<file path="config.mk">
export PLATFORM = sky130hd
export DESIGN_NAME = multicycle_ctrl
export DESIGN_NICKNAME = d
export VERILOG_FILES = /design/src/rtl/multicycle_ctrl.sv
export SDC_FILE = /design/constraint.sdc
export NUM_CORES = 1
export LEC_CHECK = 0
export ABC_AREA = 1
export ABC_CLOCK_PERIOD_IN_PS = 4050
export CAP_MARGIN = 20
export CORE_MARGIN = 2
export CORE_UTILIZATION = 50
export CTS_CLUSTER_SIZE = 16
export DETAILED_ROUTE_END_ITERATION = 6
export PLACE_DENSITY = 0.85
export SLEW_MARGIN = 20
export SYNTH_ARGS = -nofsm -noshare
export SYNTH_HDL_FRONTEND = slang
export SYNTH_SLANG_ARGS = --single-unit
export TNS_END_PERCENT = 50
</file>
<file path="constraint.sdc">
create_clock -name clk -period 4.05 [get_ports clk]
set_clock_uncertainty 0.2 [all_clocks]
set_input_delay 0.81 -clock clk [delete_from_list [all_inputs] [get_ports clk]]
set_output_delay 0.81 -clock clk [all_outputs]
set_load 0.02 [all_outputs]
</file>
<file path="src/rtl/multicycle_ctrl.sv">
// Multicycle MIPS-style control unit: state machine that sequences fetch, decode,
// execute, memory and writeback phases, and counts retired instructions.
module multicycle_ctrl (
    input  logic        clk,
    input  logic        rst_n,
    input  logic [5:0]  op,
    input  logic        zero,
    input  logic        mem_ready,
    output logic        pc_we,
    output logic        ir_we,
    output logic        mem_read,
    output logic        mem_write,
    output logic        reg_write,
    output logic        reg_dst,
    output logic        mem_to_reg,
    output logic        alu_src_a,
    output logic [1:0]  alu_src_b,
    output logic [1:0]  alu_op,
    output logic [1:0]  pc_src,
    output logic [3:0]  state,
    output logic        instr_done,
    output logic        illegal,
    output logic [15:0] instr_count
);

    typedef enum logic [3:0] {
        S_FETCH    = 4'd0,
        S_DECODE   = 4'd1,
        S_MEM_ADDR = 4'd2,
        S_MEM_RD   = 4'd3,
        S_MEM_WB   = 4'd4,
        S_MEM_WR   = 4'd5,
        S_EXEC     = 4'd6,
        S_R_WB     = 4'd7,
        S_BRANCH   = 4'd8,
        S_ADDI_EX  = 4'd9,
        S_ADDI_WB  = 4'd10,
        S_JUMP     = 4'd11,
        S_HALT     = 4'd12
    } state_t;

    localparam logic [5:0] OP_RTYPE = 6'b000000;
    localparam logic [5:0] OP_LW    = 6'b100011;
    localparam logic [5:0] OP_SW    = 6'b101011;
    localparam logic [5:0] OP_BEQ   = 6'b000100;
    localparam logic [5:0] OP_ADDI  = 6'b001000;
    localparam logic [5:0] OP_J     = 6'b000010;

    state_t      r_state;
    state_t      w_next;
    logic        w_retire;
    logic [15:0] r_instr_count;

    always_ff @(posedge clk or negedge rst_n) begin
        if (!rst_n) begin
            r_state <= S_FETCH;
        end else begin
            r_state <= w_next;
        end
    end

    always_ff @(posedge clk or negedge rst_n) begin
        if (!rst_n) begin
            r_instr_count <= '0;
        end else if (w_retire) begin
            r_instr_count <= r_instr_count + 16'd1;
        end
    end

    always_comb begin
        w_next     = r_state;
        w_retire   = 1'b0;
        pc_we      = 1'b0;
        ir_we      = 1'b0;
        mem_read   = 1'b0;
        mem_write  = 1'b0;
        reg_write  = 1'b0;
        reg_dst    = 1'b0;
        mem_to_reg = 1'b0;
        alu_src_a  = 1'b0;
        alu_src_b  = 2'b00;
        alu_op     = 2'b00;
        pc_src     = 2'b00;
        illegal    = 1'b0;
        case (r_state)
            S_FETCH: begin
                mem_read  = 1'b1;
                alu_src_b = 2'b01;
                if (mem_ready) begin
                    ir_we  = 1'b1;
                    pc_we  = 1'b1;
                    w_next = S_DECODE;
                end
            end
            S_DECODE: begin
                alu_src_b = 2'b11;
                case (op)
                    OP_RTYPE:      w_next = S_EXEC;
                    OP_LW, OP_SW:  w_next = S_MEM_ADDR;
                    OP_BEQ:        w_next = S_BRANCH;
                    OP_ADDI:       w_next = S_ADDI_EX;
                    OP_J:          w_next = S_JUMP;
                    default:       w_next = S_HALT;
                endcase
            end
            S_MEM_ADDR: begin
                alu_src_a = 1'b1;
                alu_src_b = 2'b10;
                w_next    = (op == OP_LW) ? S_MEM_RD : S_MEM_WR;
            end
            S_MEM_RD: begin
                mem_read = 1'b1;
                if (mem_ready) w_next = S_MEM_WB;
            end
            S_MEM_WB: begin
                mem_to_reg = 1'b1;
                reg_write  = 1'b1;
                w_retire   = 1'b1;
                w_next     = S_FETCH;
            end
            S_MEM_WR: begin
                mem_write = 1'b1;
                if (mem_ready) begin
                    w_retire = 1'b1;
                    w_next   = S_FETCH;
                end
            end
            S_EXEC: begin
                alu_src_a = 1'b1;
                alu_op    = 2'b10;
                w_next    = S_R_WB;
            end
            S_R_WB: begin
                reg_dst   = 1'b1;
                reg_write = 1'b1;
                w_retire  = 1'b1;
                w_next    = S_FETCH;
            end
            S_BRANCH: begin
                alu_src_a = 1'b1;
                alu_op    = 2'b01;
                pc_src    = 2'b01;
                pc_we     = zero;
                w_retire  = 1'b1;
                w_next    = S_FETCH;
            end
            S_ADDI_EX: begin
                alu_src_a = 1'b1;
                alu_src_b = 2'b10;
                w_next    = S_ADDI_WB;
            end
            S_ADDI_WB: begin
                reg_write = 1'b1;
                w_retire  = 1'b1;
                w_next    = S_FETCH;
            end
            S_JUMP: begin
                pc_src   = 2'b10;
                pc_we    = 1'b1;
                w_retire = 1'b1;
                w_next   = S_FETCH;
            end
            // Sticky until reset; every datapath control stays low.
            S_HALT: begin
                illegal = 1'b1;
                w_next  = S_HALT;
            end
            default: w_next = S_FETCH;
        endcase
    end

    assign state       = r_state;
    assign instr_done  = w_retire;
    assign instr_count = r_instr_count;

endmodule
</file>
==> results of run 1 <==
-- cell type report --
| type | instances | area (sq um) |
|---|---|---|
| fillers | 229 | 793 |
| repair buffers | 46 | 458 |
| flip-flops and latches | 20 | 500 |
| inverters | 27 | 101 |
| multi-input cells | 164 | 853 |
| clock buffers | 4 | 36.3 |
| well taps | 31 | 38.8 |
-- per-stage QoR --
stage	power [mW]	cell area, sq um	util	setup WS [ns]	hold WS [ns]
floorplan	0.825	1490	-	1.56	0.314
detailed placement	1.10	1950	0.702	0.734	0.324
global placement	1.09	1950	0.702	0.760	0.311
finish	1.22	1990	0.715	0.722	0.347
global route	1.29	1990	0.715	0.644	0.367
CTS	1.22	1990	0.715	0.734	0.351
-- critical path, stage by stage --
cell and delay (ns):
clkdlybuf4s50_1 0.54, inv_1 0.10, nor2_1 0.15, a211o_1 0.11, clkdlybuf4s50_1 0.60
-- state kept, by name, indices dropped and copies added, names as in the netlist --
register and count:
instr_count 16, state 4
-- cell families after synthesis --
| family | share of synthesized area |
|---|---|
| simple gates | 0.392 |
| buf+inv | 0.0892 |
| compound gates | 0.104 |
| flops | 0.337 |
| xor+xnor | 0.0699 |
| fa+ha+maj | 0.00842 |
-- path summary, 6_finish.rpt --
kind                              endpoint  slack, ns  cells past startpoint
hold / removal              instr_count[3]       0.35                      1
min in group asynchronous  instr_count[10]       0.79                      1
hold reg to reg             instr_count[3]       0.35                      1
max in group asynchronous   instr_count[9]       2.32                      1
setup / recovery                     pc_we       0.72                      5
setup reg to reg            instr_count[5]       2.08                      8
-- cells in the mapped netlist, drive strengths merged --
library cell,number,area [sq um]
inv,27,101
nor3,3,15.0
o21ai,14,115
a21oi,3,15.0
nand3,20,113
nor2,40,169
buf,2,31.3
o2111ai,1,8.76
ha,1,12.5
xor2,7,68.8
a211o,1,8.76
xnor2,4,35.0
o22ai,1,6.26
nand4,4,25.0
nand2,65,262
dfrtp,20,500
-- per-layer routing --
layer | vias to the layer above | share of wire | global-route usage
met2 | 44 | 0.46 | 0.353
met5 | - | 0 | 0
met3 | 4 | 0.065 | 0.0418
met4 | 0 | 0.0080 | 0.0465
met1 | 709 | 0.47 | 0.355
li1 | 770 | - | -
-- power groups by stage --
stage	logic (mW)	clock network, mW	registers [mW]
after global routing	0.837	0.127	0.327
final	0.779	0.117	0.322
after global placement	0.766	0	0.323
after CTS	0.782	0.118	0.321
after detailed placement	0.779	0	0.326
after floorplan	0.461	0	0.364
==> metrics.cfg, run 1 <==
[place]
portBuffers = 45
dp.cells = 288
dp_hpwl_microns = 2950
gp_congestion = 0.971

[pwr]
leakage_nw = 0.921
pwr-share-seq = 0.265
p_switching_uw = 605
power_density_mw_per_mm2 = 613
peakVddDrop_uv = 535
comb_power_share = 0.640
power_frac_clock = 0.096
swShare = 0.497
p_int_uw = 613

[synth]
yosys.cell_types.count = 26
syn_inst = 213
synth-seq-cells = 20
avgSynthCellArea_sq_um = 6.98
synth_area_sq_mm = 0.00149
yosys_warnings = 0
ys_seq_area_frac = 0.337
syn_nets = 224

[detailed_routing]
totalWireLength_microns = 3620
via_count = 1527
dr.pass1.iters = 4
viasPerCell = 5.23
final_antenna_net_count = 0
drt_iter0_drc = 64
routedWlPerCell_microns = 12.4
drc = 0

[worst_hold_path]
hp-start = instr_count[3]
hold_class = reg2reg

[die]
core_sq_mm = 0.00278
start_util = 0.534
die_h_microns = 58.5
fp-row-count = 19
die_area_sq_mm = 0.00343
pin_count = 46
die_x_microns = 58.5

[sta]
setup_tns_ns = 0
fmax_mhz = 300
setup-violations-final = 0
tightestPinTransition_ns = 0.877
fin_crit_ns = 3.33
fin_crit_sh = 0.822
hold_violations = 0
grt_setup_unrepaired = no
slew_violations = 0
relSlewSlack = 0.413

[grt]
grtUsageTotal = 0.235
grt_max_degree = 25
grt_pass1_wl_microns = 6300
grt_pass1_vias = 1399
antenna_found_initial = 0
grt_overflow = 0

[clocking]
cts_resized = 0
clk_path_buf_depth = 2
cts_max_level = 1
cts_made_buffers = 3
cts_hold_buf = 0
post_cts_buffers = 0
path_clk_slew_ns = 0.11
cts_sinks = 20
clock_latency_ns = 0.30
clockRootBuffer = clkbuf_4
cts_tree = yes

[setup_path]
critPathMaxFanout = 3
cp-startpoint = mem_ready
r2r-start = state[1]
critPathRequiredTime_ns = 3.04
path_class = in2out
worstSetupEndpointType = output port
arrival_ns = 2.32
worst_setup_path_start_kind = primary input

[cells_and_area]
fin_nets = 273
final_common_cell = nand2_1
antennaDiodeCount = 0
drive_gt1_frac = 0.0881
layout-area-overhead-vs-synth_pct = 33.8
final_cells = 292
mostFrequentLayoutCells = 62 x nand2_1, 45 x clkdlybuf4s50_1, 38 x nor2_1

[job]
drv_cap = 0

[status]
status = finished clean

(Power assumes the default switching activity.)
==> run 2, diff against run 1 <==
--- a/config.mk
+++ b/config.mk
@@ -6,13 +6,13 @@
 export NUM_CORES = 1
 export LEC_CHECK = 0
 export ABC_AREA = 1
-export ABC_CLOCK_PERIOD_IN_PS = 4050
+export ABC_CLOCK_PERIOD_IN_PS = 3250
 export CAP_MARGIN = 20
 export CORE_MARGIN = 2
-export CORE_UTILIZATION = 50
+export CORE_UTILIZATION = 47
 export CTS_CLUSTER_SIZE = 16
 export DETAILED_ROUTE_END_ITERATION = 6
-export PLACE_DENSITY = 0.85
+export PLACE_DENSITY = 0.8
 export SLEW_MARGIN = 20
 export SYNTH_ARGS = -nofsm -noshare
 export SYNTH_HDL_FRONTEND = slang
==> constraint.sdc (replaced) <==
create_clock -name clk -period 3.25 [get_ports clk]
set_clock_uncertainty 0.2 [all_clocks]
set_input_delay 0.65 -clock clk [delete_from_list [all_inputs] [get_ports clk]]
set_output_delay 0.65 -clock clk [all_outputs]
set_load 0.02 [all_outputs]
==> metrics.cfg, run 2 (synthesized netlist as in run 1, its figures left out) <==
[status]
status = finished clean  ; unchanged

[sta]
grt_setup_unrepaired = no  ; unchanged
hold_violations = 0  ; unchanged
fmax_mhz = 335
tightestPinTransition_ns = 0.906  ; was 0.877 ns
fin_ws_ns = 0.269  ; was 0.722 ns
timing.hold.ws_ns = 0.326  ; was 0.347 ns
slew_violations = 0  ; unchanged
fin_crit_sh = 0.917
relSlewSlack = 0.394  ; was 0.413
setup_tns_ns = 0  ; unchanged
setup-violations-final = 0  ; unchanged
fin_crit_ns = 2.98

[detailed_routing]
final_antenna_net_count = 0  ; unchanged
via_count = 1496  ; was 1527
drt_iter0_drc = 69  ; was 64
drc = 0  ; unchanged
totalWireLength_microns = 3430  ; was 3620 microns
viasPerCell = 4.90  ; was 5.23
routedWlPerCell_microns = 11.2  ; was 12.4 microns
dr.pass1.iters = 4  ; unchanged

[job]
drv_cap = 0  ; unchanged

[pwr]
finalPower_mw = 1.50  ; was 1.22 mW
power_density_mw_per_mm2 = 748  ; was 613 mW/mm^2
leakage_nw = 0.921  ; unchanged
peakVddDrop_uv = 505  ; was 535 uV

[cells_and_area]
postLayoutCoreUtil = 0.662  ; was 0.715
final_common_cell = nand2_1  ; unchanged
mostFrequentLayoutCells = 62 x nand2_1, 45 x clkdlybuf4s50_1, 38 x nor2_1  ; unchanged
final_cells = 305  ; was 292
antennaDiodeCount = 0  ; unchanged
drive_gt1_frac = 0.0881  ; unchanged
largest_reg_flops = 16  ; unchanged
fin_nets = 273  ; unchanged
final_cell_area_sq_mm = 0.00200  ; was 0.00199 sq mm
layout-area-overhead-vs-synth_pct = 34.8  ; was 33.8%

[die]
pin_count = 46  ; unchanged
die_h_microns = 60.2  ; was 58.5 microns
fp-row-count = 20  ; was 19
start_util = 0.491  ; was 0.534
die_area_sq_mm = 0.00363  ; was 0.00343 sq mm
core_sq_mm = 0.00303  ; was 0.00278 sq mm
die_x_microns = 60.2  ; was 58.5 microns

[clocking]
clk_path_buf_depth = 2  ; unchanged
post_cts_buffers = 0  ; unchanged
clock_latency_ns = 0.29  ; was 0.30 ns
path_clk_slew_ns = 0.11  ; about the same
cts_tree = yes  ; unchanged
cts_hold_buf = 0  ; unchanged
cts_sinks = 20  ; unchanged
cts_resized = 0  ; unchanged
cts_made_buffers = 3  ; unchanged
cts_max_level = 1  ; unchanged
clockRootBuffer = clkbuf_4  ; unchanged

[setup_path]
worst_setup_path_start_kind = primary input  ; unchanged
arrival_ns = 2.13  ; was 2.32 ns
critPathRequiredTime_ns = 2.40  ; was 3.04 ns
rr_worst_depth = 9  ; was 8
worstSetupEndpointType = output port  ; unchanged
critPathMaxFanout = 3  ; unchanged
rrSetupSlack_ns = 1.34  ; was 2.08 ns
path_class = in2out  ; unchanged

[place]
dp.cells = 301  ; was 288
dpl_cell_area_sq_mm = 0.00197  ; was 0.00195 sq mm
gp_congestion = 0.936  ; was 0.971
dp_hpwl_microns = 2730  ; was 2950 microns
dp_slack_ns = 0.268  ; was 0.734 ns
portBuffers = 45  ; unchanged

[grt]
grt_overflow = 0  ; unchanged
grt_pass1_wl_microns = 5870  ; was 6300 microns
grt_pass1_vias = 1452  ; was 1399
grt_max_degree = 25  ; unchanged
antenna_found_initial = 0  ; unchanged
grtUsageTotal = 0.211  ; was 0.235

[worst_hold_path]
hold_class = reg2reg  ; unchanged
holdPathStages = 1  ; unchanged

==> run 2: cell counts in the layout (fill, tap and decap cells not counted) <==
No cell type changed its count.
==> run 2: report_power, final <==
| part | total (mW) | internal [mW] | switching (mW) |
|---|---|---|---|
| clock network | 0.142 | 0.0682 | 0.0735 |
| registers | 0.400 | 0.306 | 0.0940 |
| logic | 0.957 | 0.389 | 0.568 |
==> run 2: path summary, 6_finish.rpt <==
| path | startpoint | to |
|---|---|---|
| max in group asynchronous | rst_n | instr_count[8] |
| max | mem_ready | pc_we |
| min in group asynchronous | rst_n | instr_count[0] |
| max reg2reg | state[1] | instr_count[14] |
| min reg2reg | instr_count[5] | instr_count[5] |
| min | instr_count[5] | instr_count[5] |
==> run 2: layout make-up <==
cell class                      instances  area [sq um]
Fill cell                             278          1020
Sequential cell                        20           500
Inverter                               27           101
Timing Repair Buffer                   46           458
Tap cell                               44          55.1
Multi-Input combinational cell        164           853
Clock buffer                            4          36.3
==> run 2: critical path, cell delays in order <==
cell and delay (ns):
clkdlybuf4s50_1 0.54, inv_1 0.10, nor2_1 0.14, a211o_1 0.11, clkdlybuf4s50_1 0.59
==> run 2: metal layers <==
layer | up-vias | wire length, microns | track usage | share of wire
li1 | 771 | - | - | -
met1 | 677 | 1520 | 0.250 | 0.44
met2 | 42 | 1670 | 0.368 | 0.49
met3 | 6 | 183 | 0.0476 | 0.053
met4 | 0 | 51 | 0.0825 | 0.015
met5 | - | 0 | 0 | 0
